### config.mk
export PLATFORM = sky130hd
export DESIGN_NAME = multicycle_control_fsm
export DESIGN_NICKNAME = d
export VERILOG_FILES = /design/src/rtl/multicycle_control_fsm.sv
export SDC_FILE = /design/constraint.sdc
export NUM_CORES = 1
export LEC_CHECK = 0
export ABC_AREA = 1
export ABC_CLOCK_PERIOD_IN_PS = 3800
export BUFFER_PORTS_ARGS = -buffer_cell sky130_fd_sc_hd__buf_2
export CORE_MARGIN = 10
export CORE_UTILIZATION = 48
export CTS_CLUSTER_DIAMETER = 50
export DETAILED_ROUTE_END_ITERATION = 16
export PLACE_DENSITY = 0.71
export SYNTH_ARGS = -nofsm -noshare
export SYNTH_HDL_FRONTEND = slang
export SYNTH_SLANG_ARGS = --single-unit
### constraint.sdc
create_clock -name clk -period 3.8 [get_ports clk]
set_input_delay 0.38 -clock clk [delete_from_list [all_inputs] [get_ports clk]]
set_output_delay 0.38 -clock clk [all_outputs]
set_load 0.01 [all_outputs]
### src/rtl/multicycle_control_fsm.sv
// Main control FSM of the multi-cycle RV32 core (LW, SW, R-type, BEQ), plus retired-instruction counter.
// Latency with memory always ready: LW 5 cycles, SW 4, R-type 4, BEQ 3; outputs decode the current state.
// Backpressure: FETCH, MEM_RD and MEM_WR hold their memory request stable until mem_ready, with no timeout.
module multicycle_control_fsm #(
   parameter int CNT_W = 32
) (
   input  logic             clk,
   input  logic             rst_n,
   input  logic [6:0]       opcode,
   input  logic             zero,
   input  logic             mem_ready,
   output logic             pc_write,
   output logic             pc_src,
   output logic             ir_write,
   output logic             mem_read,
   output logic             mem_write,
   output logic             iord,
   output logic             reg_write,
   output logic             mem_to_reg,
   output logic             alu_src_a,
   output logic [1:0]       alu_src_b,
   output logic [1:0]       aluop,
   output logic             halted,
   output logic [3:0]       state,
   output logic [CNT_W-1:0] retired
);

   localparam logic [6:0] OP_LW     = 7'b0000011;
   localparam logic [6:0] OP_SW     = 7'b0100011;
   localparam logic [6:0] OP_RTYPE  = 7'b0110011;
   localparam logic [6:0] OP_BRANCH = 7'b1100011;

   typedef enum logic [3:0] {
      S_FETCH    = 4'd0,
      S_DECODE   = 4'd1,
      S_MEM_ADDR = 4'd2,
      S_MEM_RD   = 4'd3,
      S_MEM_WB   = 4'd4,
      S_MEM_WR   = 4'd5,
      S_EXEC_R   = 4'd6,
      S_R_WB     = 4'd7,
      S_BRANCH   = 4'd8,
      S_HALT     = 4'd9
   } state_t;

   state_t state_q;

   assign state = state_q;

   // State sequencing and retire counting; a retiring transition bumps the counter in the same edge.
   always_ff @(posedge clk) begin
      if (!rst_n) begin
         state_q <= S_FETCH;
         retired <= '0;
      end else begin
         case (state_q)
            S_FETCH: begin
               if (mem_ready) state_q <= S_DECODE;
            end
            S_DECODE: begin
               case (opcode)
                  OP_LW, OP_SW: state_q <= S_MEM_ADDR;
                  OP_RTYPE:     state_q <= S_EXEC_R;
                  OP_BRANCH:    state_q <= S_BRANCH;
                  default:      state_q <= S_HALT;
               endcase
            end
            S_MEM_ADDR: begin
               // Opcode is re-examined here; anything that is no longer a load/store stops the core.
               if (opcode == OP_LW)      state_q <= S_MEM_RD;
               else if (opcode == OP_SW) state_q <= S_MEM_WR;
               else                      state_q <= S_HALT;
            end
            S_MEM_RD: begin
               if (mem_ready) state_q <= S_MEM_WB;
            end
            S_MEM_WB: begin
               state_q <= S_FETCH;
               retired <= retired + CNT_W'(1);
            end
            S_MEM_WR: begin
               if (mem_ready) begin
                  state_q <= S_FETCH;
                  retired <= retired + CNT_W'(1);
               end
            end
            S_EXEC_R: begin
               state_q <= S_R_WB;
            end
            S_R_WB: begin
               state_q <= S_FETCH;
               retired <= retired + CNT_W'(1);
            end
            S_BRANCH: begin
               state_q <= S_FETCH;
               retired <= retired + CNT_W'(1);
            end
            S_HALT: begin
               state_q <= S_HALT;
            end
            default: begin
               // Unused encodings recover to FETCH without retiring anything.
               state_q <= S_FETCH;
            end
         endcase
      end
   end

   // Moore decode of the datapath controls; only FETCH and BRANCH look at mem_ready/zero.
   always_comb begin
      pc_write   = 1'b0;
      pc_src     = 1'b0;
      ir_write   = 1'b0;
      mem_read   = 1'b0;
      mem_write  = 1'b0;
      iord       = 1'b0;
      reg_write  = 1'b0;
      mem_to_reg = 1'b0;
      alu_src_a  = 1'b0;
      alu_src_b  = 2'b00;
      aluop      = 2'b00;
      halted     = 1'b0;
      case (state_q)
         S_FETCH: begin
            mem_read  = 1'b1;
            alu_src_b = 2'b01;
            ir_write  = mem_ready;
            pc_write  = mem_ready;
         end
         S_MEM_ADDR: begin
            alu_src_a = 1'b1;
            alu_src_b = 2'b10;
         end
         S_MEM_RD: begin
            mem_read = 1'b1;
            iord     = 1'b1;
         end
         S_MEM_WB: begin
            reg_write  = 1'b1;
            mem_to_reg = 1'b1;
         end
         S_MEM_WR: begin
            mem_write = 1'b1;
            iord      = 1'b1;
         end
         S_EXEC_R: begin
            alu_src_a = 1'b1;
            aluop     = 2'b10;
         end
         S_R_WB: begin
            reg_write = 1'b1;
         end
         S_BRANCH: begin
            alu_src_a = 1'b1;
            aluop     = 2'b01;
            pc_src    = 1'b1;
            pc_write  = zero;
         end
         S_HALT: begin
            halted = 1'b1;
         end
         default: begin
         end
      endcase
   end

endmodule

# Word-level counts from Yosys, hierarchy flattened

Cells that the tools add are included.

Register bits: 36
Bits in latches: 0
Memory bits (writable): 0
ROM bits: 0
Input bits: 11
Output and inout bits: 50
Logic and storage cells: 50
Memories: 0

Add/subtract/negate cells: 1
Multiply operators: 0
Div/mod/pow operators: 0
$lt $le $gt $ge: 0
Equal/unequal tests: 16
Shifts and indexed selects: 0
Mux-type cells: 21
Bitwise gates (word level): 0
Reduce and logical (&&, ||, !) cells: 10

Operator list:

| kind                                                 | number |
|---|---|
| case mux 32 bit (2 select lines)                     | 1 |
| adder 32 x 1 -> 32 bit (second input constant)       | 1 |
| 2-to-1 mux 32 bit                                    | 1 |
| case mux 4 bit (7 select lines)                      | 1 |
| 2-to-1 mux 4 bit                                     | 5 |
| equality test 4 x 3 -> 1 bit (second input constant) | 4 |
| equality test 7 x 6 -> 1 bit (second input constant) | 2 |
| case mux 4 bit (3 select lines)                      | 1 |
| 2-to-1 mux 1 bit                                     | 9 |
| equality test 4 x 2 -> 1 bit (second input constant) | 2 |
| equality test 4 bit (second input constant)          | 2 |
| case mux 2 bit (2 select lines)                      | 2 |
| OR reduction 2 bit                                   | 4 |
| equality test 7 x 2 -> 1 bit (second input constant) | 1 |
| equality test 7 bit (second input constant)          | 1 |
| != test 2 bit (second input constant)                | 3 |
| OR reduction 3 bit                                   | 2 |
| equality test 4 x 1 -> 1 bit (second input constant) | 1 |
| logical NOT 4 bit                                    | 1 |
| AND reduction 3 bit                                  | 1 |
| case mux 1 bit (2 select lines)                      | 1 |
| AND reduction 2 bit                                  | 1 |
| nonzero test 2 bit                                   | 1 |

# Depth between registers and ports, before layout

Gate-level depths: netlist of the first run.

Depth after elaboration: 4
Gate-level depth with buffers: 12
Mapped depth without buffers: 12

# Least setup slack after synthesis of the first run

Ideal clock, no wire load.

Kind: reg2reg
Start: register retired[1]
End: register retired[14]
Setup time: 0.132 ns
Arrival time: 1.394 ns
Data required time: 3.668 ns
Setup slack: 2.274 ns
Cell stages (with the launch flop): 9
Path buffers: 0
Period minus slack after synthesis: 1.526 ns
Path through: dfxtp_1 ha_1 inv_1 nor3_1 inv_1 o21ai_0 nand2_1 nand2_1 a21oi_1

Longest elaborated chain between the ends: 3

RTL lines:

| what                               | line | text |
|---|---|---|
| start, declared                    | 25   | `output logic [CNT_W-1:0] retired` |
| start signal, assigned             | 79   | `retired <= retired + CNT_W'(1);` |
| start signal, assigned             | 84   | `retired <= retired + CNT_W'(1);` |
| start signal, assigned             | 92   | `retired <= retired + CNT_W'(1);` |
| adder 32 x 1 -> 32 bit *           | -    |  |
| 2-to-1 mux 32 bit                  | 82   | `if (mem_ready) begin` |
| case mux 32 bit (2 select lines) * | 56   | `case (state_q)` |

Mark *: on every way between the ends. The rest lies on a longest branch, timed or not. The select of a mux whose other input is x is not followed.
A chain may end at the register's enable or synchronous reset.

# Worst setup path after layout of the first run

Start: register state_q[0] (netlist: state[0])
End: register retired[5]

Longest elaborated chain between the ends: 4
Elaborated cells on any way between the ends: 9
Those cells by class: eq/ne (5); mux (1); reduce/logical (3)

RTL lines:

| what                                                                | line | text |
|---|---|---|
| start, declared                                                     | 46   | `state_t state_q;` |
| start signal, assigned                                              | 53   | `state_q <= S_FETCH;` |
| start signal, assigned                                              | 58   | `if (mem_ready) state_q <= S_DECODE;` |
| start signal, assigned                                              | 62   | `OP_LW, OP_SW: state_q <= S_MEM_ADDR;` |
| equality test 4 bit or equality test 4 x 3 -> 1 bit (tied branches) | 56   |  |
| OR reduction 3 bit (no line)                                        | -    |  |
| nonzero test 2 bit (no line)                                        | -    |  |
| AND reduction 2 bit (no line)                                       | -    |  |

Parallel ways exist; a longest one is shown, timed or not.

==> qor.csv, run 1 <==
metric;value;unit
status;complete, no violations;
synth_mux_area_share;0;%
core-area;4690;um^2
final_max_slew_viol_count;0;
path_max_fanout;22;
syn_to_final_growth;16.9;%
route.detailed.drc;0;
p_sw;0.237;mW
cts_tree;yes;
p_comb_share;16.8;%
synth_top_family_by_area;simple AND/OR/NAND/NOR gates;
critPathLaunchType;register;
p_clk_share;33.2;%
synth-compound-area-share;8.67;%
setup_viol;0;
synth_top_area_share;31.0;%
utilization;57.9;%
dpl.hpwl;5160;um
rsz0062_at_grt;false;
ys.warnings.count;0;
r2r_slack;1.95;ns
synthTopCellsByCount;nand2_1, nor2_1, inv_1;
finalHoldViolCount;0;
hold_start;mem_ready;
htree_levels;2;
cts.sinks;36;
ys_seq_area_share;31.0;%
die_x;89.6;um
nets;469;
hold_ws;0.464;ns
ctsResizeCount;0;
yosys_register_bits;36;
vias;2627;
grt_max_degree;23;
internal_power;0.551;mW
powerDensity;290;nW/um^2
clk_pin_slew;0.07;ns
fill_cells;504;
synthSimpleGateAreaFrac;47.8;%
grt_remaining_overflow;0;
ys_top_cells_by_area;dfxtp_1, nand2_1, nor2_1, inv_1, nand3_1;
max_cap_violations;0;
finClkSkew;0.00772;ns
cts-buffers-inserted;5;
die_area;8020;um^2
worstPathRequired;3.99;ns
initial_core_util;49.5;%
final_cells;511;
io_pins;61;
cts.path.max_buffers;2;
synth_edf_count;0;
ys.flop_type;dfxtp_1;
dr.first_iter.drc_count;157;
antennaDiodeCount;0;
postCtsSetupBuffers;0;
pre_cts_ws;1.98;ns
rr_startpoint;state[0];
ir_worst_vdd;0.190;mV
critPathArrivalTime;2.04;ns
ant_nets;0;
track_usage;17.0;%
avgViaCountPerCell;5.14;
yosysTopAreaCell;dfxtp_1;
min_path_type;in -> reg;
leakage;1.20;nW
multi_input_area;1370;um^2
dp.cells;504;
fin_crit_sh;48.6;%
rows;25;
wl;6650;um
worstSetupPathType;reg -> reg;
slew_headroom;62.3;%
worstMarginPinSlew;0.563;ns
grt_pass1_wl;10700;um
synth_xor_xnor_area_share;1.89;%
cts_hold_buf;0;
synth.most_common_cell;nand2_1;
dr.pass1.iters;5;
netlist_area;2320;um^2
grt_pass1_vias;2353;
finalCriticalPeriod;1.85;ns
async_flop_share;0;%
synth_nets;409;
hold_depth;4;
power_frac_seq;50.0;%
regToRegEndpoint;retired[5];
swShare;30.1;%
end_kind;register;
whs_endpoint;state[2];
yosysUniqueCellTypes;29;
tns;0;ns
fmax;0.541;GHz
drt-wirelength-per-cell;13.0;um
ctsRootBufferMaster;clkbuf_8;
worst_slack;1.95;ns
die_h;89.6;um
io_buffers;60;
drive_above_1_share;17.9;%
syn-instance-count;397;
seq_area;721;um^2
synthAdderAreaFrac;0.539;%
antenna_found_initial;0;
clk_latency;0.29;ns
ff2ff_path_depth;11;
synth_area_per_cell;5.85;um^2
finalWeightedCongestion;0.922;
[state kept, by name, summed over array words and instances (netlist names)]
register,count
retired,32
state,4
[cell usage in the layout, fill, tap and decap left out]
cell	synthesis	final
o211ai_1	1	1
nand2_1	129	129
nor2_2	4	4
a21oi_1	22	22
ha_1	1	1
inv_1	45	45
inv_2	2	2
o21a_1	1	1
nand3_1	27	27
and2_1	1	1
buf_2	0	60
xor2_1	3	3
nand4_1	9	9
clkbuf_8	0	5
o21ai_0	14	14
clkbuf_1	2	1
nand2_4	2	2
and3_1	1	1
nor3_1	5	5
dfxtp_1	36	36
nor2_4	3	3
xnor2_1	2	2
nor2_1	75	75
clkinv_1	1	1
clkinv_2	0	1
or2_2	1	1
nor3_2	1	1
nand2_2	3	3
a31oi_1	1	1
[through the flow]
stage | total power [mW] | instance area (um^2)
2_1_floorplan | 0.495 | 2320
3_3_place_gp | 0.534 | 2640
3_5_place_dp | 0.536 | 2640
4_1_cts | 0.797 | 2720
5_1_grt | 0.829 | 2720
6_report | 0.788 | 2720
[area by class of cell]
cell class / count / share of cell area, %
Sequential cell: 36 / 26.5
Inverter: 48 / 6.64
Tap cell: 54 / 2.49
Multi-Input combinational cell: 306 / 50.4
Timing Repair Buffer: 60 / 11.1
Clock inverter: 1 / 0.184
Clock buffer: 6 / 2.67
[cells by family after synthesis]
| family | count (synthesis) |
|---|---|
| and+or+nand+nor | 261 |
| AOI/OAI and AO/OA | 39 |
| buffers and inverters | 55 |
| xor gates and xnor gates | 5 |
| DFF | 36 |
| adders and majority gates | 1 |
[worst max-delay path, cell delays in order (launching register included)]
cell,delay [ns]
dfxtp_1,0.41
inv_1,0.07
nand2_1,0.14
nand2_1,0.11
nand2_2,0.09
nand2_4,0.17
inv_2,0.30
nand2_1,0.14
nor2_1,0.15
nand2_1,0.07
nand2_1,0.05
nor2_1,0.04
[power by group through the flow]
stage	clock (mW)	sequential, mW	combinational [mW]
after floorplan	0	0.405	0.0901
after global placement	0	0.402	0.132
after detailed placement	0	0.403	0.133
after CTS	0.270	0.394	0.134
after global routing	0.284	0.396	0.149
final	0.262	0.394	0.132
[worst max-delay path by stage]
stage / start / endpoint / slack, ns
finish: state[0] / retired[5] / 1.95
global route: state[0] / retired[5] / 1.71
CTS: state[0] / retired[5] / 1.98
detailed placement: state[0] / retired[5] / 1.98
global placement: state[0] / retired[5] / 2.08
floorplan: retired[1] / retired[14] / 2.27
[routing by layer]
metal  global-route usage [%]  up-vias  part of all wire [%]  routed length [um]
met2                     28.6      102                    46                3050
li1                         -     1367                     -                   -
met3                     4.92       13                   8.6                 573
met5                        0        -                     0                   0
met4                     6.21        0                   1.7                 113
met1                     19.9     1145                    44                2910
Power figures use the tool's default switching activity.
==> run 2: changes to the inputs <==
--- a/config.mk
+++ b/config.mk
@@ -6,7 +6,7 @@
 export NUM_CORES = 1
 export LEC_CHECK = 0
 export ABC_AREA = 1
-export ABC_CLOCK_PERIOD_IN_PS = 3800
+export ABC_CLOCK_PERIOD_IN_PS = 1800
 export BUFFER_PORTS_ARGS = -buffer_cell sky130_fd_sc_hd__buf_2
 export CORE_MARGIN = 10
 export CORE_UTILIZATION = 48
==> constraint.sdc (replaced) <==
create_clock -name clk -period 1.8 [get_ports clk]
set_input_delay 0.18 -clock clk [delete_from_list [all_inputs] [get_ports clk]]
set_output_delay 0.18 -clock clk [all_outputs]
set_load 0.01 [all_outputs]
==> qor.csv, run 2 (synthesized netlist as in run 1, its figures left out) <==
metric;value;unit;change
htree_levels;2;;unchanged
worstMarginPinSlew;0.310;ns;-0.253 ns
dp.cells;511;;+1.4%
grt_max_degree;17;;-26%
ctsRootBufferMaster;clkbuf_8;;
hold_start;rst_n;;
initial_core_util;49.5;%;unchanged
ant_nets;0;;unchanged
ff2ff_path_depth;10;;-1
fin_crit_sh;90.4;%;
p_sw;0.510;mW;+110%
io_buffers;60;;unchanged
nets;480;;+2.3%
final_common_cell;nand2_1;;
dpl.hpwl;5390;um;+4.4%
final_cell_mix;nand2_1, nor2_1, buf_2, inv_1, dfxtp_1;;
path_max_fanout;5;;-77%
cts-buffers-inserted;5;;unchanged
drive_above_1_share;20.3;%;+2.3 points
leakage;1.26;nW;+5.0%
final_cells;523;;+2.3%
final_max_slew_viol_count;0;;unchanged
finalWeightedCongestion;0.890;;-3.6%
track_usage;17.9;%;+0.89 points
syn_to_final_growth;22.3;%;
ir_worst_vdd;0.419;mV;+120%
vias;2675;;+1.8%
antenna_found_initial;0;;unchanged
fmax;0.615;GHz;
setup_viol;0;;unchanged
swShare;29.1;%;-0.95 points
finClkSkew;0.00746;ns;-0.000254 ns
cts.sinks;36;;unchanged
core-area;4690;um^2;unchanged
worstSetupPathType;reg -> out;;
critPathLaunchType;register;;
tns;0;ns;unchanged
internal_power;1.24;mW;+120%
dr.first_iter.drc_count;168;;+7.0%
utilization;60.5;%;+2.7 points
avgViaCountPerCell;5.11;;-0.51%
whs_endpoint;state[1];;
grt_remaining_overflow;0;;unchanged
rr_startpoint;state[1];;
regMostFlops;retired;;
die_area;8020;um^2;unchanged
slew_headroom;79.1;%;+17 points
p_clk_share;34.3;%;+1.1 points
worstPathRequired;1.62;ns;-2.37 ns
end_kind;output pin;;
power_frac_seq;47.5;%;-2.5 points
cts.path.max_buffers;2;;unchanged
r2r_slack;0.20;ns;-1.75 ns
largest_reg_flops;32;;unchanged
status;complete, no violations;;
route.detailed.drc;0;;unchanged
cts_tree;yes;;
antennaDiodeCount;0;;unchanged
powerDensity;616;nW/um^2;+110%
clk_latency;0.29;ns;about the same
grt_pass1_vias;2467;;+4.8%
die_h;89.6;um;unchanged
max_cap_violations;0;;unchanged
clk_pin_slew;0.06;ns;about the same
io_pins;61;;unchanged
wl;6720;um;+1.1%
rows;25;;unchanged
drt-wirelength-per-cell;12.9;um;-1.2%
regToRegEndpoint;retired[28];;
critPathArrivalTime;1.45;ns;-0.59 ns
min_path_type;in -> reg;;
dr.pass1.iters;5;;unchanged
p_comb_share;18.2;%;+1.4 points
finalHoldViolCount;0;;unchanged
hold_depth;3;;-1
grt_pass1_wl;11400;um;+6.4%
finalCriticalPeriod;1.63;ns;
die_x;89.6;um;unchanged
-- run 2: area by class of cell --
| type | instances | area (um^2) |
|---|---|---|
| clock buffer | 8 | 90.1 |
| fill | 482 | 1850 |
| inverter | 48 | 183 |
| multi-input combinational | 307 | 1390 |
| sequential | 36 | 722 |
| tap | 54 | 67.6 |
| timing repair buffer | 70 | 388 |
-- run 2: worst max path at each step --
| stage | from | to | slack, ns | depth (start not counted) |
|---|---|---|---|---|
| after detailed placement | state[0] | retired[28] | 0.16 | 11 |
| after global routing | state[1] | retired[5] | -0.04 | 10 |
| final | state[3] | alu_src_b[1] | 0.17 | 5 |
| after CTS | state[0] | retired[28] | 0.16 | 11 |
| after floorplan | retired[1] | retired[14] | 0.27 | 8 |
| after global placement | state[0] | retired[11] | 0.21 | 8 |
-- run 2: stage by stage --
stage	total power [mW]	setup WS, ns	cell area [um^2]	hold slack (ns)
finish	1.75	0.173	2840	0.142
global route	1.84	-0.0380	2840	0.167
CTS	1.76	0.156	2790	0.140
detailed placement	1.16	0.164	2700	0.439
global placement	1.16	0.212	2700	0.437
floorplan	1.05	0.274	2320	0.427
-- run 2: routing by layer --
layer	track usage (%)	vias up	wire length [um]
li1	-	1387	-
met2	30.3	56	3160
met5	0	-	0
met4	6.65	0	129
met3	4.19	17	365
met1	21.3	1215	3070
-- run 2: power by group through the flow --
stage | Clock [mW] | Combinational, mW | Sequential (mW)
2_1_floorplan | 0 | 0.190 | 0.855
4_1_cts | 0.612 | 0.315 | 0.829
6_report | 0.600 | 0.319 | 0.831
3_3_place_gp | 0 | 0.314 | 0.846
3_5_place_dp | 0 | 0.313 | 0.848
5_1_grt | 0.646 | 0.361 | 0.834
-- run 2: critical path, stage by stage, from the launching register on --
cell     delay, ns
dfxtp_1       0.35
buf_4         0.16
nor2_1        0.16
inv_1         0.08
nor2_1        0.22
buf_2         0.19
-- run 2: what timing repair did --
action / 4_1_cts / 5_1_grt
setup endpoints to repair: 0 / 10
hold buffers: 0 / 0
buffers inserted: 0 / 3
gates resized for setup: 0 / 5
==> run 3: changes to the inputs <==
--- a/config.mk
+++ b/config.mk
@@ -10,6 +10,7 @@
 export BUFFER_PORTS_ARGS = -buffer_cell sky130_fd_sc_hd__buf_2
 export CORE_MARGIN = 10
 export CORE_UTILIZATION = 48
+export CTS_BUF_LIST = sky130_fd_sc_hd__clkbuf_8
 export CTS_CLUSTER_DIAMETER = 50
 export DETAILED_ROUTE_END_ITERATION = 16
 export PLACE_DENSITY = 0.71
==> qor.csv, run 3 (synthesized netlist as in run 1, its figures left out) <==
metric;value;unit;change
rr_startpoint;retired[1];;
worstMarginPinSlew;0.310;ns;+0.000290 ns
io_pins;61;;unchanged
die_x;89.6;um;unchanged
swShare;29.3;%;+0.16 points
seq_area;722;um^2;unchanged
cts_hold_buf;0;;unchanged
worstPathRequired;1.62;ns;about the same
end_kind;output pin;;
final_cells;523;;unchanged
cts.path.max_buffers;2;;unchanged
avgViaCountPerCell;5.07;;-0.90%
pre_cts_ws;0.164;ns;unchanged
hold_start;rst_n;;
drive_above_1_share;20.3;%;unchanged
wl;6710;um;-0.19%
status;complete, no violations;;
p_sw;0.509;mW;-0.17%
critPathLaunchType;register;;
p_clk_share;33.8;%;-0.5 points
nets;480;;unchanged
syn_to_final_growth;22.1;%;
utilization;60.4;%;-0.11 points
powerDensity;613;nW/um^2;-0.53%
ctsRootBufferMaster;clkbuf_8;;
fmax;0.615;GHz;+0.14%
cts_tree;yes;;
critPathArrivalTime;1.44;ns;about the same
multi_input_area;1390;um^2;-0.36%
initial_core_util;49.5;%;unchanged
dr.pass1.iters;4;;-1
worst_slack;0.175;ns;+0.00233 ns
io_buffers;60;;unchanged
grt_pass1_vias;2466;;-0.041%
antennaDiodeCount;0;;unchanged
clk_latency;0.29;ns;about the same
cts.sinks;36;;unchanged
vias;2651;;-0.90%
final_common_cell;nand2_1;;
finClkSkew;0.00663;ns;-0.000836 ns
min_path_type;in -> reg;;
hold_depth;3;;unchanged
dpl.hpwl;5390;um;unchanged
finalCriticalPeriod;1.62;ns;-0.00233 ns
dp.cells;511;;unchanged
whs_endpoint;state[1];;
largest_reg_flops;32;;unchanged
track_usage;17.8;%;-0.019 points
regToRegEndpoint;retired[10];;
power_frac_seq;47.8;%;+0.3 points
ir_worst_vdd;0.417;mV;-0.53%
antenna_found_initial;0;;unchanged
htree_levels;2;;unchanged
finalWeightedCongestion;0.890;;unchanged
worstSetupPathType;reg -> out;;
rows;25;;unchanged
regMostFlops;retired;;
fill_cells;485;;+0.62%
leakage;1.27;nW;+0.64%
slew_headroom;79.1;%;about the same
clk_pin_slew;0.06;ns;about the same
die_h;89.6;um;unchanged
grt_pass1_wl;11400;um;-0.12%
grt_remaining_overflow;0;;unchanged
ff2ff_path_depth;8;;-2
power.total;1.74;mW;-0.70%
final_cell_mix;nand2_1, nor2_1, buf_2, inv_1, dfxtp_1;;
cts-buffers-inserted;5;;unchanged
r2r_slack;0.18;ns;-0.02 ns
die_area;8020;um^2;unchanged
max_cap_violations;0;;unchanged
final_max_slew_viol_count;0;;unchanged
dr.first_iter.drc_count;155;;-7.7%
core-area;4690;um^2;unchanged
finalHoldViolCount;0;;unchanged
ant_nets;0;;unchanged
p_comb_share;18.3;%;about the same
grt_max_degree;17;;unchanged
fin_crit_sh;90.3;%;-0.13 points
drt-wirelength-per-cell;12.8;um;-0.19%
setup_viol;0;;unchanged
route.detailed.drc;0;;unchanged
internal_power;1.23;mW;-0.92%
path_max_fanout;5;;unchanged
run 3: cell types whose count changed in the layout (fill, tap and decap cells not counted):
cell,previous run,this run
clkbuf_1,2,0
nor2_2,3,4
inv_1,45,47
nor2_4,5,4
run 3: through the flow:
stage	area (um^2)	hold slack [ns]	TNS, ns
CTS	2790	0.139	0
global route	2840	0.166	-0.0995
global placement	2700	0.437	0
detailed placement	2700	0.439	0
finish	2840	0.142	0
floorplan	2320	0.427	0
run 3: worst max path at each step:
stage	from	depth (start not counted)	slack (ns)	to
floorplan	retired[1]	8	0.27	retired[14]
global placement	state[0]	8	0.21	retired[11]
detailed placement	state[0]	11	0.16	retired[28]
CTS	state[0]	11	0.16	retired[28]
global route	state[1]	10	-0.04	retired[5]
finish	state[3]	5	0.18	alu_src_b[1]
run 3: worst max-delay path: stages, from the launching register on:
cell,delay (ns)
dfxtp_1,0.35
buf_4,0.16
nor2_1,0.16
inv_1,0.08
nor2_1,0.22
buf_2,0.19
run 3: layer usage:
layer,share of wire [%],vias to the layer above,track usage (%)
met5,0,-,0
met4,1.6,0,6.65
met3,6.1,12,4.19
met2,47,56,30.3
met1,45,1194,21.2
li1,-,1389,-
run 3: power groups by stage:
stage	combinational [mW]	clock, mW	sequential [mW]
after floorplan	0.190	0	0.855
final	0.318	0.588	0.831
after detailed placement	0.313	0	0.848
after global routing	0.361	0.633	0.834
after global placement	0.314	0	0.846
after CTS	0.315	0.602	0.829
run 3: layout make-up:
type | instances | area share, %
Clock buffer | 6 | 2.91
Tap cell | 54 | 2.38
Inverter | 48 | 6.44
Timing Repair Buffer | 70 | 13.7
Multi-Input combinational cell | 307 | 48.9
Sequential cell | 36 | 25.5
Clock inverter | 2 | 0.265
run 3: what timing repair did:
item	CTS	global route
buffers inserted	0	3
setup endpoints to repair	0	10
resized for setup	0	4
